**config.mk**
```make
export PLATFORM = sky130hd
export DESIGN_NAME = rojo_io_hub
export DESIGN_NICKNAME = d
export VERILOG_FILES = /design/src/rtl/rojo_io_hub.sv
export SDC_FILE = /design/constraint.sdc
export NUM_CORES = 1
export LEC_CHECK = 0
export ABC_AREA = 1
export BUFFER_PORTS_ARGS = -buffer_cell sky130_fd_sc_hd__buf_2
export CAP_MARGIN = 10
export CORE_MARGIN = 2
export CORE_UTILIZATION = 50
export CTS_BUF_LIST = sky130_fd_sc_hd__clkbuf_4 sky130_fd_sc_hd__clkbuf_8
export DETAILED_ROUTE_END_ITERATION = 16
export GPL_TIMING_DRIVEN = 1
export PLACE_DENSITY = 0.67
export SLEW_MARGIN = 20
export SYNTH_ARGS = -nofsm -noshare
export SYNTH_HDL_FRONTEND = slang
export SYNTH_SLANG_ARGS = --single-unit
```
**constraint.sdc**
```tcl
create_clock -name clk -period 2.8 [get_ports clk]
set_input_delay 0.14 -clock clk [delete_from_list [all_inputs] [get_ports clk]]
set_output_delay 0.14 -clock clk [all_outputs]
set_load 0.05 [all_outputs]
```
**src/rtl/rojo_io_hub.sv**
```systemverilog
// Multi-channel RojoBlaze I/O peripheral: per-channel TX/RX FIFOs, status registers and interrupt handshake.
// Optional internal TX->RX loopback per channel when ROJO_IO_LOOPBACK_EN is defined.
module rojo_io_hub #(
  parameter int unsigned PORT_WIDTH = 8,
  parameter int unsigned PORT_DEPTH = 8,
  parameter int unsigned NUM_CH     = 4,
  parameter int unsigned FIFO_DEPTH = 8
) (
  input  logic                         clk,
  input  logic                         reset,
  input  logic [PORT_DEPTH-1:0]        port_id,
  input  logic                         write_strobe,
  input  logic                         read_strobe,
  input  logic [PORT_WIDTH-1:0]        out_port,
  output logic [PORT_WIDTH-1:0]        in_port,
  output logic                         interrupt,
  input  logic                         interrupt_ack,
  output logic [NUM_CH*PORT_WIDTH-1:0] tx_data,
  output logic [NUM_CH-1:0]            tx_valid,
  input  logic [NUM_CH-1:0]            tx_ready,
  input  logic [NUM_CH*PORT_WIDTH-1:0] rx_data,
  input  logic [NUM_CH-1:0]            rx_valid,
  output logic [NUM_CH-1:0]            rx_ready
);

  localparam int unsigned AW = $clog2(FIFO_DEPTH);
  localparam int unsigned CW = AW + 1;

  typedef enum logic [1:0] {
    IRQ_IDLE     = 2'd0,
    IRQ_ASSERT   = 2'd1,
    IRQ_WAIT_CLR = 2'd2
  } irq_state_e;

  logic [PORT_WIDTH-1:0] ch_rd_data [NUM_CH];
  logic [PORT_WIDTH-1:0] ch_rd_stat [NUM_CH];
  logic [NUM_CH-1:0]     ch_pend;
  logic [PORT_WIDTH-1:0] rd_mux;
  logic                  pend;
  irq_state_e            state, state_nxt;

  for (genvar c = 0; c < NUM_CH; c++) begin : g_ch
    localparam logic [PORT_DEPTH-1:0] DATA_ADDR = PORT_DEPTH'(2 * c);
    localparam logic [PORT_DEPTH-1:0] STAT_ADDR = PORT_DEPTH'(2 * c + 1);

    logic [PORT_WIDTH-1:0] tx_mem [FIFO_DEPTH];
    logic [PORT_WIDTH-1:0] rx_mem [FIFO_DEPTH];
    logic [AW-1:0]         tx_wr_ptr, tx_rd_ptr, rx_wr_ptr, rx_rd_ptr;
    logic [CW-1:0]         tx_cnt, rx_cnt;
    logic [PORT_WIDTH-1:0] tx_head, rx_head, rx_in;
    logic                  tx_empty, tx_full, rx_empty, rx_full;
    logic                  sel_data, sel_stat, wr_data, wr_stat;
    logic                  tx_push, tx_pop, rx_push, rx_pop, lb_xfer;
    logic                  tx_ovf_q, irq_en_q, lb_en_q;

    assign sel_data = (port_id == DATA_ADDR);
    assign sel_stat = (port_id == STAT_ADDR);
    assign wr_data  = write_strobe & sel_data;
    assign wr_stat  = write_strobe & sel_stat;

    assign tx_empty = (tx_cnt == '0);
    assign tx_full  = (tx_cnt == CW'(FIFO_DEPTH));
    assign rx_empty = (rx_cnt == '0);
    assign rx_full  = (rx_cnt == CW'(FIFO_DEPTH));
    assign tx_head  = tx_mem[tx_rd_ptr];
    assign rx_head  = rx_mem[rx_rd_ptr];

    // In loopback the TX head moves straight into RX and the external side is fenced off
    assign lb_xfer = lb_en_q & ~tx_empty & ~rx_full;
    assign tx_pop  = lb_en_q ? lb_xfer : (~tx_empty & tx_ready[c]);
    assign tx_push = wr_data & (~tx_full | tx_pop);
    assign rx_push = lb_en_q ? lb_xfer : (rx_valid[c] & ~rx_full);
    assign rx_pop  = read_strobe & sel_data & ~rx_empty;
    assign rx_in   = lb_en_q ? tx_head : rx_data[c*PORT_WIDTH +: PORT_WIDTH];

    always_ff @(posedge clk) begin
      if (tx_push) tx_mem[tx_wr_ptr] <= out_port;
      if (rx_push) rx_mem[rx_wr_ptr] <= rx_in;
    end

    always_ff @(posedge clk) begin
      if (reset) begin
        tx_wr_ptr <= '0;
        tx_rd_ptr <= '0;
        tx_cnt    <= '0;
        rx_wr_ptr <= '0;
        rx_rd_ptr <= '0;
        rx_cnt    <= '0;
        tx_ovf_q  <= 1'b0;
        irq_en_q  <= 1'b0;
      end else begin
        if (tx_push) tx_wr_ptr <= tx_wr_ptr + AW'(1);
        if (tx_pop)  tx_rd_ptr <= tx_rd_ptr + AW'(1);
        if (rx_push) rx_wr_ptr <= rx_wr_ptr + AW'(1);
        if (rx_pop)  rx_rd_ptr <= rx_rd_ptr + AW'(1);
        case ({tx_push, tx_pop})
          2'b10:   tx_cnt <= tx_cnt + CW'(1);
          2'b01:   tx_cnt <= tx_cnt - CW'(1);
          default: tx_cnt <= tx_cnt;
        endcase
        case ({rx_push, rx_pop})
          2'b10:   rx_cnt <= rx_cnt + CW'(1);
          2'b01:   rx_cnt <= rx_cnt - CW'(1);
          default: rx_cnt <= rx_cnt;
        endcase
        if (wr_data & ~tx_push)          tx_ovf_q <= 1'b1;
        else if (wr_stat & out_port[1])  tx_ovf_q <= 1'b0;
        if (wr_stat) irq_en_q <= out_port[0];
      end
    end

`ifdef ROJO_IO_LOOPBACK_EN
    always_ff @(posedge clk) begin
      if (reset)        lb_en_q <= 1'b0;
      else if (wr_stat) lb_en_q <= out_port[2];
    end
`else
    assign lb_en_q = 1'b0;
`endif

    assign tx_data[c*PORT_WIDTH +: PORT_WIDTH] = tx_head;
    assign tx_valid[c] = ~tx_empty & ~lb_en_q;
    assign rx_ready[c] = ~rx_full & ~lb_en_q;
    assign ch_pend[c]  = irq_en_q & ~rx_empty;
    assign ch_rd_data[c] = rx_empty ? '0 : rx_head;
    assign ch_rd_stat[c] = PORT_WIDTH'({lb_en_q, irq_en_q, tx_ovf_q, tx_full, tx_empty,
                                        rx_full, rx_empty});
  end

  // Read mux: unmapped addresses fall through to zero
  always_comb begin
    rd_mux = '0;
    for (int unsigned i = 0; i < NUM_CH; i++) begin
      if (port_id == PORT_DEPTH'(2 * i))          rd_mux = ch_rd_data[i];
      else if (port_id == PORT_DEPTH'(2 * i + 1)) rd_mux = ch_rd_stat[i];
    end
  end

  always_ff @(posedge clk) begin
    if (reset) in_port <= '0;
    else       in_port <= rd_mux;
  end

  assign pend = |ch_pend;

  always_ff @(posedge clk) begin
    if (reset) state <= IRQ_IDLE;
    else       state <= state_nxt;
  end

  // Once acknowledged, hold off until every enabled RX FIFO has drained
  always_comb begin
    state_nxt = state;
    case (state)
      IRQ_IDLE:     if (pend)          state_nxt = IRQ_ASSERT;
      IRQ_ASSERT:   if (interrupt_ack) state_nxt = IRQ_WAIT_CLR;
      IRQ_WAIT_CLR: if (!pend)         state_nxt = IRQ_IDLE;
      default:                         state_nxt = IRQ_IDLE;
    endcase
  end

  always_comb begin
    interrupt = 1'b0;
    if (state == IRQ_ASSERT) interrupt = 1'b1;
  end

endmodule

```
==> results of run 1 <==
-- worst paths after layout --
check / start / to / slack, ps / cells after the start
worst max-delay path: flip-flop / tx_data[30] / 220 / 8
worst min-delay path: out_port[2] / g_ch[0].tx_mem[0][2]$_DFFE_PP_ / 50 / 1
worst max register to register: g_ch[0].rx_cnt[0]$_SDFFE_PP0P_ / state[1]$_SDFFE_PP0P_ / 230 / 9
worst min register to register: g_ch[1].rx_rd_ptr[2]$_SDFFE_PP0P_ / g_ch[1].rx_rd_ptr[2]$_SDFFE_PP0P_ / 450 / 1
-- cells by family after synthesis --
logic type / after synthesis / share of synthesized area (%)
AO/OA/AOI/OAI: 485 / 10.2
AND/OR/NAND/NOR: 922 / 14.9
adder cells (fa/ha/maj): 40 / 1.97
buffers and inverters: 276 / 4.20
XOR/XNOR: 18 / 0.603
flip-flops: 634 / 68.1
-- through the flow --
step | util (%) | area [um^2] | cells | hold WS, ps | setup WS (ps)
2_1_floorplan | - | 26200 | 2375 | 239 | 498
3_3_place_gp | 54.3 | 28000 | 3182 | 404 | 491
3_5_place_dp | 54.3 | 28000 | 3182 | 405 | 349
4_1_cts | 59.4 | 30600 | 3422 | 2.30 | 29.6
5_1_grt | 59.4 | 30600 | 3426 | 31.4 | 20.0
6_report | 59.4 | 30600 | 3428 | 49.0 | 217
-- metal layers --
layer | global-route usage (%) | wire length (um)
met5 | 0 | 13
met4 | 8.00 | 1560
met3 | 4.75 | 3980
met2 | 37.2 | 29200
met1 | 30.5 | 26700
-- cell type report --
class,instances,area [um^2]
fill,4225,20900
sequential,634,17800
multi-input combinational,1465,7240
timing repair buffer,269,1880
clock buffer,155,1870
tap,680,851
inverter,187,713
clock inverter,34,239
antenna,4,10.0
-- cells in the final DEF, fill, tap and decap left out, types with 108 or more instances in the layout --
| cell | netlist | layout |
|---|---|---|
| inv_1 | 170 | 167 |
| clkbuf_8 | 1 | 113 |
| nand3_1 | 119 | 119 |
| dfxtp_1 | 122 | 119 |
| buf_2 | 21 | 109 |
| nor2_1 | 413 | 413 |
| nand2_1 | 300 | 300 |
| edfxtp_1 | 512 | 512 |
| buf_4 | 6 | 108 |
| o21ai_0 | 275 | 275 |
-- worst reg2reg max path, cell delays in order (launching register included) --
cell and delay (ps):
dfxtp_1 330, inv_1 80, nand2_1 70, nor3_1 410
o22ai_1 190, a21oi_1 230, o21ai_0 310, nand3_1 170
a21oi_1 70, dlygate4sd3_1 580
-- power by group --
part           switching, uW  internal, uW  total, uW  leakage [uW]
registers                304         10500      10800       0.00562
clock network           3530          4530       8060       0.00112
logic                   3360          1310       4670       0.00462
total                   7190         16300      23500        0.0114
-- sequential cells by signal, summed over array words and instances (netlist names), 8 cells and up, named ones only --
signal          cells
in_port             8
g_ch.tx_wr_ptr     12
g_ch.tx_rd_ptr     12
g_ch.rx_rd_ptr     12
g_ch.rx_mem       256
g_ch.tx_cnt        16
g_ch.rx_wr_ptr     12
g_ch.rx_cnt        16
g_ch.tx_mem       256
-- repair_timing --
| action | CTS | global route |
|---|---|---|
| endpoints found under the setup margin | 12 | 9 |
| hold buffers | 51 | 0 |
| gates resized for setup | 2 | 4 |
| buffers inserted | 0 | 2 |
| hold endpoints to repair | 326 | 0 |
==> summary.md, run 1 <==
| Metric | Value |
|---|---|
| Maximum clock path buffer count | `3` |
| Total power | `23500 uW` |
| Initial antenna violation count | `5` |
| CTS tree | `done` |
| Cell with the most instances after synthesis | `edfxtp_1` |
| Die height | `233 um` |
| Via count of the first global-routing pass | `18200` |
| CP endpoint kind | `output pin` |
| Final Skew | `21.2 ps` |
| Port Buffers | `109` |
| WP buf/inv | `4` |
| Lkg Pwr | `0.0114 uW` |
| Largest net degree at the start of global routing | `45` |
| Cts bufs inserted | `101` |
| Critical path's slowest cell | `buf_2` |
| Final hold vios | `0` |
| Syn avg cell area | `11.0 um^2` |
| Setup tns final | `0 ps` |
| Pwr/cell area | `768 nW/um^2` |
| Minimum clock period after layout | `2580 ps` |
| Routed len/inst | `17.9 um` |
| Top_reg_cell synth | `edfxtp_1` |
| Worst-Skew Late Latency | `680 ps` |
| Max Fclk | `0.387 GHz` |
| Core area | `51500 um^2` |
| First-iteration detailed-routing DRC count | `1481` |
| Seq/Total Area, Yosys | `68.1%` |
| First-pass GRT wire length | `96400 um` |
| Crit-path max cell delay | `320 ps` |
| Vias per cell | `5.41` |
| Grt total ovfl | `0` |
| Status | `completed` |
| Mapped cell area | `26200 um^2` |
| Number of clock sinks | `634` |
| Top cell by count, worst path | `buf_4` |
| Max-cap viol count | `0` |
| CP max FO | `33` |
| Crit Path Category | `reg -> out` |
| Pre-antenna DRT Iters | `5` |
| Ports | `110` |
| Starting Density | `50.8%` |
| Die ar. | `54200 um^2` |
| # rows | `83` |
| Hold Crit Class | `in -> reg` |
| Drt drc | `0` |
| Synth Warn # | `0` |
| Relative slew margins | `43.3%` |
| # setup viols final | `0` |
| Mapped Nets | `2476` |
| EDFF count, synth | `512` |
| Syn Inst Count | `2375` |
| GRT Total Usage | `22.8%` |
| Leading area contributor after synthesis | `edfxtp_1` |
| DIE WIDTH | `233 um` |
| CTS H-tree depth | `3` |
| Worst-path clk slew | `60 ps` |
| Async set-reset flop share out of synthesis | `0%` |
| Via count | `18500` |
| VDD IR max | `0.000482 V` |
| Share of layout cells above drive strength 1 | `16.3%` |
| Setup repair after global routing missed its margin | `false` |
| Fin nets | `2759` |
| Post-synth cell types | `45` |
| DP HPWL | `39600 um` |
| Worst Tran Pin Value | `851 ps` |
| Max-slew violations | `0` |
| Antenna violation net count after detailed routing | `0` |
| Seq cells post-synth | `634` |
| Synth top area cells | `edfxtp_1 (59%), dfxtp_1 (9.3%), nor2_1 (5.9%)` |
| CP top delay family | `buffers and inverters` |
| Area Growth Syn to Fin | `17.1%` |
| Critical Path Source Type | `flip-flop` |
| CP required | `2660 ps` |
| Clock Tree Root | `clkbuf_8` |
| Critical path, cell by cell | `buf_4 > inv_1 > buf_4 > o21ai_0 > o22ai_1 > nor2_1 > a31oi_1 > buf_2` |
| Placer Congestion | `0.867` |
| Final Cycle Share | `92.3%` |
| Worst path arrival time | `2440 ps` |
| Synth top area share | `58.8%` |
| Synth top cells by count | `edfxtp_1 (512), nor2_1 (413), nand2_1 (300), o21ai_0 (275), inv_1 (170)` |
| WL final | `61400 um` |
Note: power is estimated with default switching activity, not from simulation.
==> run 2, diff against run 1 <==
CORE_ASPECT_RATIO = 1.5   (was default)
==> summary.md, run 2 (synthesis results as in run 1) <==
| Metric | Value |
|---|---|
| DP HPWL | `40600 um (+2.6%)` |
| CTS H-tree depth | `3 (unchanged)` |
| GRT Total Usage | `22.7% (-0.15 points)` |
| First-iteration detailed-routing DRC count | `1189 (-20%)` |
| Critical path, cell by cell | `inv_1 > buf_4 > o21ai_0 > a31oi_1 > buf_2` |
| Filler cells | `4193 (-0.76%)` |
| Critical Path Source Type | `flip-flop` |
| Switching Fraction | `30.7% (+0.10 points)` |
| Final Skew | `20.0 ps (-1.14 ps)` |
| Number of clock sinks | `634 (unchanged)` |
| Most frequent cells in the layout | `edfxtp_1 (512), nor2_1 (413), nand2_1 (300)` |
| Drt drc | `0 (unchanged)` |
| Routed len/inst | `18.0 um (+0.55%)` |
| Critical path's slowest cell | `inv_1` |
| Max-slew violations | `0 (unchanged)` |
| Setup repair after global routing missed its margin | `false` |
| Worst path arrival time | `2510 ps (+70 ps)` |
| Share of layout cells above drive strength 1 | `15.6% (-0.73 points)` |
| Grt total ovfl | `0 (unchanged)` |
| Worst-Skew Late Latency | `660 ps (-20 ps)` |
| Hold Crit Class | `in -> reg` |
| WP buf/inv | `3 (-1)` |
| CTS tree | `done` |
| CP top delay family | `buffers and inverters` |
| Die height | `284 um (+22%)` |
| Minimum clock period after layout | `2650 ps (+63.7 ps)` |
| Initial antenna violation count | `2 (-3)` |
| Most common cell after layout, fill and taps aside | `edfxtp_1` |
| Port Buffers | `109 (unchanged)` |
| CP endpoint kind | `output pin` |
| Total power | `23300 uW (-1.1%)` |
| First-pass GRT wire length | `95900 um (-0.48%)` |
| Final hold vios | `0 (unchanged)` |
| Area Growth Syn to Fin | `16.2%` |
| Via count | `18300 (-1.4%)` |
| Vias per cell | `5.39 (-0.33%)` |
| Worst Tran Pin Value | `795 ps (-56.0 ps)` |
| CP max FO | `17 (-48%)` |
| DIE WIDTH | `191 um (-18%)` |
| Lkg Pwr | `0.0112 uW (-1.1%)` |
| Ports | `110 (unchanged)` |
| Max-cap viol count | `0 (unchanged)` |
| Maximum clock path buffer count | `3 (unchanged)` |
| Crit Path Category | `reg -> out` |
| Clock Tree Root | `clkbuf_8` |
| Cell Int Power | `16100 uW (-1.2%)` |
| CP required | `2660 ps (about the same)` |
| Final Cycle Share | `94.5% (+2.3 points)` |
| Relative slew margins | `46.9% (+3.7 points)` |
| Max Fclk | `0.378 GHz (-2.4%)` |
| Core area | `51700 um^2 (+0.34%)` |
| Status | `completed` |
| Worst-path clk slew | `60 ps (about the same)` |
| Top flop regs | `g_ch.rx_mem x256, g_ch.tx_mem x256` |
| Crit-path max cell delay | `400 ps (+80 ps)` |
| Clock power share | `33.7% (-0.6 points)` |
| Flop pwr share | `46.4% (+0.5 points)` |
| Via count of the first global-routing pass | `18300 (+0.77%)` |
| Switching pwr | `7140 uW (-0.75%)` |
| Pre-antenna DRT Iters | `5 (unchanged)` |
| Starting Density | `50.6% (-0.17 points)` |
| Share of total power in combinational logic | `19.9% (about the same)` |
| Antenna violation net count after detailed routing | `0 (unchanged)` |
| WL final | `61100 um (-0.53%)` |
| # setup viols final | `0 (unchanged)` |
| Multi-input logic area | `7240 um^2 (unchanged)` |
| Cts bufs inserted | `91 (-9.9%)` |
| Sequential cell area | `17800 um^2 (about the same)` |
| Setup tns final | `0 ps (unchanged)` |
| Placer Congestion | `0.888 (+2.4%)` |
| VDD IR max | `0.000598 V (+24%)` |
| Fin nets | `2737 (-0.80%)` |
| # rows | `102 (+23%)` |
| Pwr/cell area | `765 nW/um^2 (-0.34%)` |
| Die ar. | `54200 um^2 (about the same)` |
| Largest net degree at the start of global routing | `37 (-18%)` |
run 2: worst paths after layout:
path,to,startpoint,slack (ps),cells past startpoint
max,tx_data[16],flip-flop,150,5
min,g_ch[2].tx_mem[6][7]$_DFFE_PP_,out_port[7],50,1
max reg2reg,g_ch[0].rx_cnt[2]$_SDFFE_PP0P_,g_ch[0].rx_cnt[0]$_SDFFE_PP0P_,290,14
min reg2reg,flip-flop,g_ch[1].rx_rd_ptr[2]$_SDFFE_PP0P_,450,1
run 2: per-layer routing:
metal  vias to the layer above  share of wire [%]  GRT usage [%]
met2                       511                 53           41.3
li1                       8841                  -              -
met3                       111                5.1           3.51
met5                         -              0.018              0
met1                      8822                 39           26.5
met4                         2                3.0           8.99
run 2: stage by stage:
stage | hold WS [ps] | utilization, % | worst slack (ps) | cell area [um^2] | cells
after global placement | 405 | 54.0 | 507 | 27900 | 3169
after global routing | 62.4 | 58.8 | 28.8 | 30400 | 3390
after detailed placement | 410 | 54.0 | 320 | 27900 | 3169
after CTS | 30.0 | 58.8 | 4.46 | 30400 | 3389
final | 52.4 | 58.8 | 153 | 30400 | 3391
after floorplan | 239 | - | 498 | 26200 | 2375
run 2: cell type report:
cell class	instances	area share (%)
flip-flops and latches	634	58.6
multi-input cells	1465	23.8
repair buffers	257	5.86
clock buffers	128	5.26
well taps	676	2.78
inverters	187	2.36
clock inverters	42	1.26
diodes	2	0.0165
run 2: repair_timing:
action,CTS,global route
hold buffers,50,0
endpoints found under the hold margin,300,0
buffers inserted,0,0
resized for setup,3,4
endpoints found under the setup margin,5,11
run 2: power by group through the flow:
| stage | logic [uW] | registers [uW] | clock network, uW |
|---|---|---|---|
| after global routing | 5060 | 10800 | 8380 |
| after detailed placement | 4560 | 11000 | 0 |
| after floorplan | 3310 | 10800 | 0 |
| after global placement | 4440 | 11000 | 0 |
| after CTS | 4630 | 10800 | 7980 |
| final | 4630 | 10800 | 7830 |
==> run 3, diff against run 2 <==
CORE_MARGIN = 8   (was 2)
==> summary.md, run 3 (synthesis results as in run 1) <==
| Metric | Value |
|---|---|
| Status | `completed` |
| Clock power share | `34.9% (+1.2 points)` |
| FF-to-FF setup slack | `280 ps (about the same)` |
| Hold Crit Class | `in -> reg` |
| Largest net degree at the start of global routing | `37 (unchanged)` |
| Most common cell after layout, fill and taps aside | `edfxtp_1` |
| # Post-CTS Setup Buffers | `0 (unchanged)` |
| Pre-antenna DRT Iters | `5 (unchanged)` |
| GRT Total Usage | `20.4% (-2.3 points)` |
| Ports | `110 (unchanged)` |
| Cts bufs inserted | `91 (unchanged)` |
| Pwr/cell area | `775 nW/um^2 (+1.2%)` |
| DP HPWL | `41500 um (+2.1%)` |
| Placer Congestion | `0.876 (-1.3%)` |
| Worst Tran Pin Value | `804 ps (+8.69 ps)` |
| Setup repair after global routing missed its margin | `false` |
| Total power | `23700 uW (+1.8%)` |
| Critical path, cell by cell | `inv_1 > o21ai_0 > o22ai_1 > nor2_1 > a31oi_1 > buf_2` |
| First-iteration detailed-routing DRC count | `1032 (-13%)` |
| DIE WIDTH | `203 um (+6.3%)` |
| Worst path arrival time | `2510 ps (about the same)` |
| CTS H-tree depth | `3 (unchanged)` |
| Most frequent cells in the layout | `edfxtp_1 (512), nor2_1 (413), nand2_1 (300)` |
| Area Growth Syn to Fin | `16.9%` |
| Sink of the worst hold path | `g_ch[3].rx_rd_ptr[0]$_SDFFE_PP0P_` |
| Filler cells | `4242 (+1.2%)` |
| Worst-Skew Late Latency | `690 ps (+30 ps)` |
| Switching Fraction | `30.5% (-0.16 points)` |
| Initial antenna violation count | `4 (+2)` |
| Final Skew | `34.2 ps (+14.2 ps)` |
| Cell total after placement | `3170 (+0.032%)` |
| CP required | `2660 ps (about the same)` |
| VDD IR max | `0.000691 V (+15%)` |
| Reg2reg path depth | `13 (-1)` |
| Minimum clock period after layout | `2650 ps (+2.79 ps)` |
| Setup tns final | `0 ps (unchanged)` |
| Final Hold Slack | `63.9 ps (+11.6 ps)` |
| Grt total ovfl | `0 (unchanged)` |
| Critical path's slowest cell | `dfxtp_1` |
| Top flop regs | `g_ch.rx_mem x256, g_ch.tx_mem x256` |
| WP buf/inv | `2 (-1)` |
| Share of total power in combinational logic | `19.7% (-0.2 points)` |
| Placed Area | `27900 um^2 (about the same)` |
| Worst-path clk slew | `70 ps (about the same)` |
| Port Buffers | `109 (unchanged)` |
| Via count | `18300 (+0.33%)` |
| Crit-path max cell delay | `420 ps (+20 ps)` |
| Switching pwr | `7230 uW (+1.3%)` |
| Antenna violation net count after detailed routing | `0 (unchanged)` |
| Final hold vios | `0 (unchanged)` |
| Clock Tree Root | `clkbuf_8` |
| CP endpoint kind | `output pin` |
| Cell Int Power | `16400 uW (+2.0%)` |
| # setup viols final | `0 (unchanged)` |
| Post-route insts no fill | `3399 (+0.24%)` |
| Critical Path Source Type | `flip-flop` |
| Worst hold start | `port_id[3]` |
| Routed len/inst | `18.1 um (+0.49%)` |
| WL final | `61600 um (+0.73%)` |
| CP max FO | `17 (unchanged)` |
| Lkg Pwr | `0.0113 uW (+0.58%)` |
| Number of clock sinks | `634 (unchanged)` |
| First-pass GRT wire length | `97000 um (+1.2%)` |
| Core area | `51700 um^2 (unchanged)` |
| Max Fclk | `0.377 GHz (-0.11%)` |
| Drt drc | `0 (unchanged)` |
| Reg2Reg Launch Point | `g_ch[2].rx_cnt[1]$_SDFFE_PP0P_` |
| Vias per cell | `5.40 (about the same)` |
| Relative slew margins | `46.4% (-0.52 points)` |
| Final Cycle Share | `94.6% (+0.10 points)` |
| Die ar. | `60000 um^2 (+11%)` |
| Hold-critical path depth | `7 (+6)` |
| Max-cap viol count | `0 (unchanged)` |
| Fin nets | `2743 (+0.22%)` |
| Max-slew violations | `0 (unchanged)` |
| # rows | `102 (unchanged)` |
| Die height | `296 um (+4.2%)` |
| Crit Reg-Reg Endpoint | `g_ch[2].rx_cnt[2]$_SDFFE_PP0P_` |
| Share of layout cells above drive strength 1 | `15.4% (-0.15 points)` |
| Via count of the first global-routing pass | `18500 (+1.1%)` |
| Maximum clock path buffer count | `3 (unchanged)` |
| CTS tree | `done` |
| CP top delay family | `buffers and inverters` |
| Starting Density | `50.6% (unchanged)` |
| Post-route design area | `30600 um^2 (+0.56%)` |
| Flop pwr share | `45.4% (-1.0 points)` |
| Crit Path Category | `reg -> out` |
run 3: cell type report:
cell class	count	area [um^2]	share of cell area [%]
Sequential cell	634	17800	58.3
Multi-Input combinational cell	1465	7240	23.7
Timing Repair Buffer	263	1840	6.02
Clock buffer	117	1510	4.94
Tap cell	676	846	2.77
Inverter	187	713	2.33
Clock inverter	54	588	1.92
Antenna cell	3	7.51	0.0246
run 3: worst min-delay path, delay by kind of cell:
family,cells,cell delay (ps)
buffers and inverters,2,220
AND/OR/NAND/NOR,4,270
XOR/XNOR,1,70
run 3: per-layer routing:
| metal | track usage, % | up-vias | wire length, um |
|---|---|---|---|
| met3 | 3.76 | 147 | 3460 |
| met4 | 9.41 | 2 | 2300 |
| met1 | 22.6 | 8752 | 23800 |
| li1 | - | 8874 | - |
| met5 | 0 | - | 10 |
| met2 | 37.7 | 572 | 32000 |
run 3: stage by stage:
step	utilization, %	setup slack (ps)
after floorplan	-	498
after global placement	54.0	508
after detailed placement	54.0	337
after CTS	59.1	4.62
after global routing	59.1	7.04
final	59.1	150
run 3: power groups by stage:
| stage | Sequential, uW | Clock (uW) | Combinational, uW |
|---|---|---|---|
| 3_3_place_gp | 10900 | 0 | 4480 |
| 2_1_floorplan | 10800 | 0 | 3310 |
| 4_1_cts | 10700 | 8430 | 4680 |
| 3_5_place_dp | 10900 | 0 | 4610 |
| 6_report | 10800 | 8270 | 4660 |
| 5_1_grt | 10800 | 8830 | 5110 |
run 3: worst max-delay path by stage:
stage | slack [ps] | end | cells after the start
floorplan | 500 | g_ch[2].rx_cnt[2]$_SDFFE_PP0P_ | 10
global placement | 510 | g_ch[3].tx_cnt[3]$_SDFFE_PP0P_ | 17
detailed placement | 340 | g_ch[1].tx_cnt[3]$_SDFFE_PP0P_ | 14
CTS | 5 | tx_data[1] | 6
global route | 7 | tx_data[29] | 6
finish | 150 | tx_data[29] | 6
run 3: what timing repair did:
item / 4_1_cts / 5_1_grt
endpoints found under the setup margin: 6 / 8
hold buffers: 55 / 0
endpoints found under the hold margin: 335 / 0
gates resized for setup: 2 / 4
